$ cat config.mk
export PLATFORM = sky130hd
export DESIGN_NAME = sdpram_fifo_ctrl
export DESIGN_NICKNAME = d
export VERILOG_FILES = /design/src/rtl/sdpram_fifo_ctrl.sv
export SDC_FILE = /design/constraint.sdc
export NUM_CORES = 1
export LEC_CHECK = 0
export ABC_AREA = 0
export BUFFER_PORTS_ARGS = -buffer_cell sky130_fd_sc_hd__clkbuf_2
export CORE_AREA = 10 10 197 143
export DETAILED_ROUTE_END_ITERATION = 10
export DIE_AREA = 0 0 207 153
export HOLD_SLACK_MARGIN = 0.15
export PLACE_DENSITY = 0.7
export SLEW_MARGIN = 30
export SYNTH_ARGS = -nofsm -noshare
export SYNTH_HDL_FRONTEND = slang
export SYNTH_SLANG_ARGS = --single-unit
$ cat constraint.sdc
create_clock -name CLK -period 18.18 [get_ports CLK]
set_input_delay 5.454 -clock CLK [delete_from_list [all_inputs] [get_ports CLK]]
set_output_delay 5.454 -clock CLK [all_outputs]
set_load 0.02 [all_outputs]
$ cat src/rtl/sdpram_fifo_ctrl.sv
// Stream FIFO controller for an external simple dual-port RAM (1-cycle read latency).
// Optional high-water-mark tracking is enabled with `define FIFO_CTRL_HWM_EN.
module sdpram_fifo_ctrl #(
    parameter int WIDTH = 64,
    parameter int DEPTH = 512,
    localparam int AW = $clog2(DEPTH),
    localparam int CW = $clog2(DEPTH + 3)
) (
    input  logic               CLK,
    input  logic               RST,
`ifdef FIFO_CTRL_HWM_EN
    input  logic               HWM_CLR,
    output logic [CW-1:0]      HWM,
`endif
    input  logic               S_VALID,
    output logic               S_READY,
    input  logic [WIDTH-1:0]   S_DATA,
    output logic               M_VALID,
    input  logic               M_READY,
    output logic [WIDTH-1:0]   M_DATA,
    output logic               MEM_WEN,
    output logic [AW-1:0]      MEM_WADDR,
    output logic [WIDTH-1:0]   MEM_WDATA,
    output logic [WIDTH/8-1:0] MEM_WSTRB,
    output logic               MEM_REN,
    output logic [AW-1:0]      MEM_RADDR,
    input  logic               MEM_RVALID,
    input  logic [WIDTH-1:0]   MEM_RDATA,
    output logic [CW-1:0]      COUNT,
    output logic               FULL,
    output logic               EMPTY
);

    logic [AW-1:0]    wptr;
    logic [AW-1:0]    rptr;
    logic [AW:0]      ram_cnt;
    logic [AW:0]      ram_cnt_nxt;
    logic             inflight;
    logic [1:0]       occ;
    logic [1:0]       occ_nxt;
    logic [1:0]       pend;
    logic [WIDTH-1:0] obuf0;
    logic [WIDTH-1:0] obuf1;
    logic             m_valid;
    logic             full;
    logic             empty;
    logic [CW-1:0]    count;
    logic [CW-1:0]    count_nxt;
    logic             wr_fire;
    logic             rd_issue;
    logic             push;
    logic             pop;

    // Handshakes, read-issue decision and next-state counters
    always_comb begin
        wr_fire     = S_VALID & ~full;
        pop         = m_valid & M_READY;
        push        = inflight & MEM_RVALID;
        pend        = occ + {1'b0, inflight};
        // A read may only be issued if its result is guaranteed a slot in the output buffer.
        rd_issue    = (ram_cnt != (AW+1)'(0)) &
                      ((pend < 2'd2) | ((pend == 2'd2) & pop));
        ram_cnt_nxt = ram_cnt;
        occ_nxt     = occ;
        case ({wr_fire, rd_issue})
            2'b10:   ram_cnt_nxt = ram_cnt + (AW+1)'(1);
            2'b01:   ram_cnt_nxt = ram_cnt - (AW+1)'(1);
            default: ram_cnt_nxt = ram_cnt;
        endcase
        case ({push, pop})
            2'b10:   occ_nxt = occ + 2'd1;
            2'b01:   occ_nxt = occ - 2'd1;
            default: occ_nxt = occ;
        endcase
        count_nxt = CW'(ram_cnt_nxt) + CW'(rd_issue) + CW'(occ_nxt);
    end

    // Pointers, counters and registered status flags
    always_ff @(posedge CLK or posedge RST) begin
        if (RST) begin
            wptr     <= '0;
            rptr     <= '0;
            ram_cnt  <= '0;
            inflight <= 1'b0;
            occ      <= 2'd0;
            m_valid  <= 1'b0;
            full     <= 1'b0;
            empty    <= 1'b1;
            count    <= '0;
        end else begin
            if (wr_fire) begin
                wptr <= wptr + AW'(1);
            end else begin
                wptr <= wptr;
            end
            if (rd_issue) begin
                rptr <= rptr + AW'(1);
            end else begin
                rptr <= rptr;
            end
            ram_cnt  <= ram_cnt_nxt;
            inflight <= rd_issue;
            occ      <= occ_nxt;
            m_valid  <= (occ_nxt != 2'd0);
            full     <= (ram_cnt_nxt == (AW+1)'(DEPTH));
            empty    <= (count_nxt == CW'(0));
            count    <= count_nxt;
        end
    end

    // Two-entry output buffer; obuf0 is always the head presented downstream
    always_ff @(posedge CLK or posedge RST) begin
        if (RST) begin
            obuf0 <= '0;
            obuf1 <= '0;
        end else begin
            case ({push, pop})
                2'b10: begin
                    if (occ == 2'd0) begin
                        obuf0 <= MEM_RDATA;
                    end else begin
                        obuf1 <= MEM_RDATA;
                    end
                end
                2'b01: obuf0 <= obuf1;
                2'b11: begin
                    if (occ == 2'd1) begin
                        obuf0 <= MEM_RDATA;
                    end else begin
                        obuf0 <= obuf1;
                        obuf1 <= MEM_RDATA;
                    end
                end
                default: begin
                    obuf0 <= obuf0;
                    obuf1 <= obuf1;
                end
            endcase
        end
    end

`ifdef FIFO_CTRL_HWM_EN
    logic [CW-1:0] hwm;

    // Peak occupancy since reset or the last clear
    always_ff @(posedge CLK or posedge RST) begin
        if (RST) begin
            hwm <= '0;
        end else if (HWM_CLR) begin
            hwm <= count;
        end else if (count > hwm) begin
            hwm <= count;
        end else begin
            hwm <= hwm;
        end
    end

    assign HWM = hwm;
`endif

    assign S_READY   = ~full;
    assign M_VALID   = m_valid;
    assign M_DATA    = obuf0;
    assign MEM_WEN   = wr_fire;
    assign MEM_WADDR = wptr;
    assign MEM_WDATA = S_DATA;
    assign MEM_WSTRB = '1;
    assign MEM_REN   = rd_issue;
    assign MEM_RADDR = rptr;
    assign COUNT     = count;
    assign FULL      = full;
    assign EMPTY     = empty;

endmodule

==> results of run 1 <==
## cell families after synthesis
logic type               after synthesis  share of synthesized area [%]
AO/OA/AOI/OAI                        188                           14.9
flip-flops                           172                           51.0
AND/OR/NAND/NOR                      169                           9.63
buffers and inverters                133                           9.24
multiplexers                          71                           9.40
XOR/XNOR                              32                           3.49
adder cells (fa/ha/maj)               15                           2.31
other                                  1                         0.0444
## final cells by class
class                      count  share of cell area, %
sequential                   172                   44.4
multi-input combinational    483                   35.3
timing repair buffer         173                   9.40
clock buffer                  22                   4.79
tap                          325                   4.19
clock inverter                10                   1.20
inverter                      17                  0.735
## cells in the final DEF, fill, tap and decap left out, types with 4 or more instances in the layout
cell type | netlist | routed
a21oi_1 | 72 | 71
a22oi_1 | 64 | 64
and2_1 | 5 | 5
and3_1 | 4 | 4
buf_4 | 72 | 4
clkbuf_16 | 0 | 17
clkbuf_2 | 0 | 166
clkinvlp_4 | 0 | 5
conb_1 | 1 | 8
dfrtp_1 | 171 | 171
ha_1 | 14 | 14
inv_1 | 15 | 14
mux2_2 | 67 | 67
mux2i_1 | 4 | 4
nand2_1 | 22 | 21
nand3_1 | 14 | 13
nor2_1 | 83 | 82
nor3_1 | 8 | 8
o211ai_1 | 7 | 7
o21ai_0 | 5 | 5
o31ai_1 | 4 | 4
xnor2_1 | 21 | 21
xor2_1 | 9 | 9
## state kept, by name, indices dropped and copies added, names as in the netlist
register   flops
COUNT         10
EMPTY          1
FULL           1
MEM_RADDR      9
MEM_WADDR      9
M_DATA        64
M_VALID        1
inflight       1
obuf1         64
occ            2
ram_cnt       10
## worst paths after layout
check	from	to	depth (start not counted)	slack, ns
max in group asynchronous	RST	obuf1[58]	3	12.00
worst max-delay path	M_READY	MEM_REN	5	6.10
min in group asynchronous	RST	FULL	2	5.10
worst min-delay path	MEM_WADDR[8]	MEM_WADDR[8]	1	0.49
worst max register to register	ram_cnt[2]	FULL	12	13.17
worst min register to register	MEM_WADDR[8]	MEM_WADDR[8]	1	0.49
## through the flow
step	cell area [um^2]	hold slack [ns]	worst slack, ns
floorplan	8480	0.480	6.53
global placement	9070	0.460	6.12
detailed placement	9110	0.466	6.11
CTS	9690	0.486	6.10
global route	9700	0.515	5.99
finish	9700	0.486	6.10
## critical path: stages
cell	delay [ns]
clkbuf_2	0.10
and3b_1	0.26
nor2_1	0.15
nor2_2	0.39
clkbuf_2	0.26
## routing by layer
| layer | GRT usage (%) | part of all wire [%] | up-vias |
|---|---|---|---|
| li1 | - | - | 2866 |
| met5 | 0 | 0.061 | - |
| met2 | 19.0 | 43 | 227 |
| met4 | 4.06 | 1.1 | 2 |
| met1 | 18.5 | 48 | 2955 |
| met3 | 4.85 | 7.9 | 21 |
## power by group
group / switching, mW / internal, mW / total (mW)
combinational: 0.623 / 0.398 / 1.02
clock: 0.152 / 0.210 / 0.362
sequential: 0.133 / 0.582 / 0.715
total: 0.908 / 1.19 / 2.10
==> qor.yml, run 1 <==
diodes: 0
synth_ff_type: "dfrtp_1"
first_pass_iters: 6
cts_buffer_depth: 2
min_period_over_period_pct: 66.4
synth_area_mm2: 0.00845
via_per_inst: 5.05
synth_top_area_share_pct: 50.6
pin_count: 303
chipHeight_um: 153
rsz0062_at_grt: "false"
seq_area_frac_synth_pct: 51.0
setup-tns-final_ns: 0
dp_cells: 1170
crit_path_end_kind: "primary output"
p_leak_nw: 4.33
gp_congestion: 0.889
portBuffers: 166
initial_core_util_pct: 34.7
async_flop_share_pct: 100
critPathMaxFanout: 10
drtIter0Drc: 361
crit_required_ns: 12.73
overflow: 0
regArea_mm2: 0.00431
max_slew_margin_pct: 46.1
worstSetupStartpointType: "input pin"
p_per_area_mw_per_mm2: 216
clkTransAtPathRegs_ns: 0.06
p_total_mw: 2.10
core_mm2: 0.0244
gr-usage-all-layers_pct: 13.4
cts_setup_buffers: 0
setup_viol: 0
grt_pass1_wl_mm: 34.8
multi_input_area_mm2: 0.00342
cts_resized: 0
cap_violations: 0
nFillCells: 2405
period_minus_slack_ns: 12.08
yosysTopAreaCell: "dfrtp_1"
cts_root_buf: "clkbuf_16"
worst_pin_slew_ns: 0.809
postRouteAntennaNets: 0
utilization_pct: 39.8
antenna_found_initial: 1
syn_inst: 781
synth_seq_cells: 172
drt_drc_violations_left: 0
numCtsBuffers: 17
synth_area_per_cell_um2: 10.8
avgRoutedWirePerCell_um: 17.6
synthTopCellsByArea: "dfrtp_1, mux2_2, buf_4"
ys_top_cells_by_count: "dfrtp_1, nor2_1, a21oi_1, buf_4, mux2_2"
skew_ns: 0.0133
syn_to_final_growth_pct: 14.8
cts_sinks: 172
totalWireLength_mm: 21.1
hpwl_mm: 14.6
fin_nets: 1012
timing_hold_violations_final: 0
synth.most_common_cell: "dfrtp_1"
synth_cell_types: 73
status: "completed"
max_freq_ghz: 0.0828
hp-class: "reg -> reg"
cts_tree: "built"
die_area_mm2: 0.0317
fp-row-count: 48
vias: 6071
worst_ir_drop_vdd_uv: 139
first_global_vias: 6149
layout-drive-gt1-share_pct: 33.4
synth_edf_count: 0
instances_no_fill: 1202
synth_warnings: 0
holdBufCountCts: 0
clk_latency_ns: 0.43
slew_viol_final: 0
grt_max_degree: 105
die_w_um: 207
crit_arrival_ns: 6.62
h-tree-depth: 4
worstSetupPathType: "in -> out"
Power figures use the tool's default switching activity.
==> run 2, diff against run 1 <==
--- a/config.mk
+++ b/config.mk
@@ -11,7 +11,7 @@
 export DETAILED_ROUTE_END_ITERATION = 10
 export DIE_AREA = 0 0 207 153
 export HOLD_SLACK_MARGIN = 0.15
-export PLACE_DENSITY = 0.7
+export PLACE_DENSITY = 0.73
 export SLEW_MARGIN = 30
 export SYNTH_ARGS = -nofsm -noshare
 export SYNTH_HDL_FRONTEND = slang
==> constraint.sdc (replaced) <==
create_clock -name CLK -period 11 [get_ports CLK]
set_input_delay 3.3 -clock CLK [delete_from_list [all_inputs] [get_ports CLK]]
set_output_delay 3.3 -clock CLK [all_outputs]
set_load 0.02 [all_outputs]
==> run 2 against run 1 <==
  * Total power rose by 72%
  * Cell area rose by 0.99%
  * Critical path depth did not move
  * Largest cell class unchanged
  * Non-clock buffer count fell by 1
==> qor.yml, run 2 (synthesized netlist as in run 1, its figures left out) <==
multi_input_area_mm2: 0.00342  # unchanged
die_area_mm2: 0.0317  # unchanged
chipHeight_um: 153  # unchanged
vias: 6170  # was 6071
use_met3_pct: 5.78  # was 4.85%
clkTransAtPathRegs_ns: 0.06  # about the same
first_pass_iters: 5  # was 6
fin_nets: 1011  # was 1012
postRouteAntennaNets: 0  # unchanged
worst_ir_drop_vdd_uv: 219  # was 139 uV
worst_pin_slew_ns: 0.844  # was 0.809 ns
crit_required_ns: 7.70  # was 12.73 ns
crit_path_end_kind: "primary output"  # unchanged
rsz0062_at_grt: "false"  # unchanged
swShare_pct: 42.3  # was 43.3%
slew_viol_final: 0  # unchanged
period_minus_slack_ns: 7.81
min_period_over_period_pct: 71.0
final_cell_mix: "dfrtp_1, clkbuf_2, nor2_1, a21oi_1, mux2_2"  # unchanged
hold_slack_ns: 0.476  # was 0.486 ns
intPower_mw: 2.08  # was 1.19 mW
cts_resized: 0  # unchanged
drt_drc_violations_left: 0  # unchanged
clk_latency_ns: 0.43  # about the same
syn_to_final_growth_pct: 15.9  # was 14.8%
p_total_mw: 3.60  # was 2.10 mW
antenna_found_initial: 2  # was 1
via_per_inst: 5.13  # was 5.05
setup-tns-final_ns: 0  # unchanged
hp-class: "reg -> reg"  # unchanged
final_common_cell: "dfrtp_1"  # unchanged
p_switching_mw: 1.52  # was 0.908 mW
grt_pass1_wl_mm: 34.9  # was 34.8 mm
clockPowerShare_pct: 19.9  # was 17.2%
avgRoutedWirePerCell_um: 18.1  # was 17.6 um
layout-drive-gt1-share_pct: 33.4  # about the same
max_freq_ghz: 0.128
numCtsBuffers: 17  # unchanged
cts_root_buf: "clkbuf_16"  # unchanged
comb_power_share_pct: 47.2  # was 48.7%
cts_tree: "built"  # unchanged
cts_setup_buffers: 0  # unchanged
regArea_mm2: 0.00431  # unchanged
overflow: 0  # unchanged
setup_viol: 0  # unchanged
core_mm2: 0.0244  # unchanged
cts_sinks: 172  # unchanged
totalWireLength_mm: 21.8  # was 21.1 mm
p_seq_share_pct: 32.9  # was 34.1%
met2_usage_pct: 19.9  # was 19.0%
initial_core_util_pct: 34.7  # unchanged
nFillCells: 2407  # was 2405
worstSetupPathType: "in -> out"  # unchanged
portBuffers: 166  # unchanged
p_leak_nw: 4.38  # was 4.33 nW
gr-usage-all-layers_pct: 13.6  # was 13.4%
max_slew_margin_pct: 43.7  # was 46.1%
top_usage_layer: "met2"  # unchanged
crit_arrival_ns: 4.51  # was 6.62 ns
cts_buffer_depth: 2  # unchanged
worstSetupStartpointType: "input pin"  # unchanged
critPathMaxFanout: 10  # unchanged
holdBufCountCts: 0  # unchanged
skew_ns: 0.0109  # was 0.0133 ns
h-tree-depth: 4  # unchanged
hpwl_mm: 15.1  # was 14.6 mm
drtIter0Drc: 397  # was 361
gr-usage-met1_pct: 17.7  # was 18.5%
gp_congestion: 0.960  # was 0.889
status: "completed"  # unchanged
timing_hold_violations_final: 0  # unchanged
cap_violations: 0  # unchanged
fp-row-count: 48  # unchanged
die_w_um: 207  # unchanged
pin_count: 303  # unchanged
p_per_area_mw_per_mm2: 368  # was 216 mW/mm^2
first_global_vias: 6208  # was 6149
grt_max_degree: 108  # was 105
run 2: changes by cell type in the layout (fill, tap and decap cells not counted), moves of 2 or more:
cell        before  now
bufinv_16        2    7
clkinv_2         2    0
clkinvlp_4       5    1
diode_2          0    2
run 2: final timing paths:
path                       depth (start not counted)    startpoint  slack (ns)           end
min in group asynchronous                          2           RST        2.98     M_DATA[0]
hold / removal                                     1  MEM_RADDR[8]        0.48  MEM_RADDR[8]
hold reg to reg                                    1  MEM_RADDR[8]        0.48  MEM_RADDR[8]
max in group asynchronous                          3           RST        6.64     obuf1[40]
setup reg to reg                                  12    ram_cnt[2]        6.13          FULL
setup / recovery                                   5       M_READY        3.19       MEM_REN
run 2: critical path, cell delays in order:
cell	delay, ns
clkbuf_2	0.10
and3b_1	0.26
nor2_1	0.13
nor2_2	0.45
clkbuf_2	0.27
run 2: power by group through the flow:
stage	clock [mW]	combinational (mW)	sequential, mW
after floorplan	0	1.06	1.34
after global placement	0	1.67	1.18
after detailed placement	0	1.70	1.19
after CTS	0.735	1.71	1.18
after global routing	0.760	1.88	1.23
final	0.717	1.70	1.18
run 2: routing by layer:
metal	vias up	wire [um]
met1	3009	9960
met4	0	235
met5	-	0
met2	264	9570
met3	20	2030
li1	2877	-
run 2: metrics by stage:
step / setup WS, ns / cell area [um^2] / instances / util (%)
2_1_floorplan: 3.04 / 8480 / 788 / -
3_3_place_gp: 3.24 / 9070 / 1168 / 37.2
3_5_place_dp: 3.19 / 9090 / 1169 / 37.3
4_1_cts: 3.19 / 9790 / 1200 / 40.2
5_1_grt: 3.11 / 9790 / 1201 / 40.2
6_report: 3.19 / 9800 / 1202 / 40.2
run 2: cell type report:
| cell class | instances | area share (%) |
|---|---|---|
| Antenna cell | 2 | 0.0511 |
| Clock buffer | 21 | 4.70 |
| Clock inverter | 10 | 2.40 |
| Inverter | 17 | 0.728 |
| Multi-Input combinational cell | 483 | 34.9 |
| Sequential cell | 172 | 44.0 |
| Tap cell | 325 | 4.15 |
| Timing Repair Buffer | 172 | 9.07 |
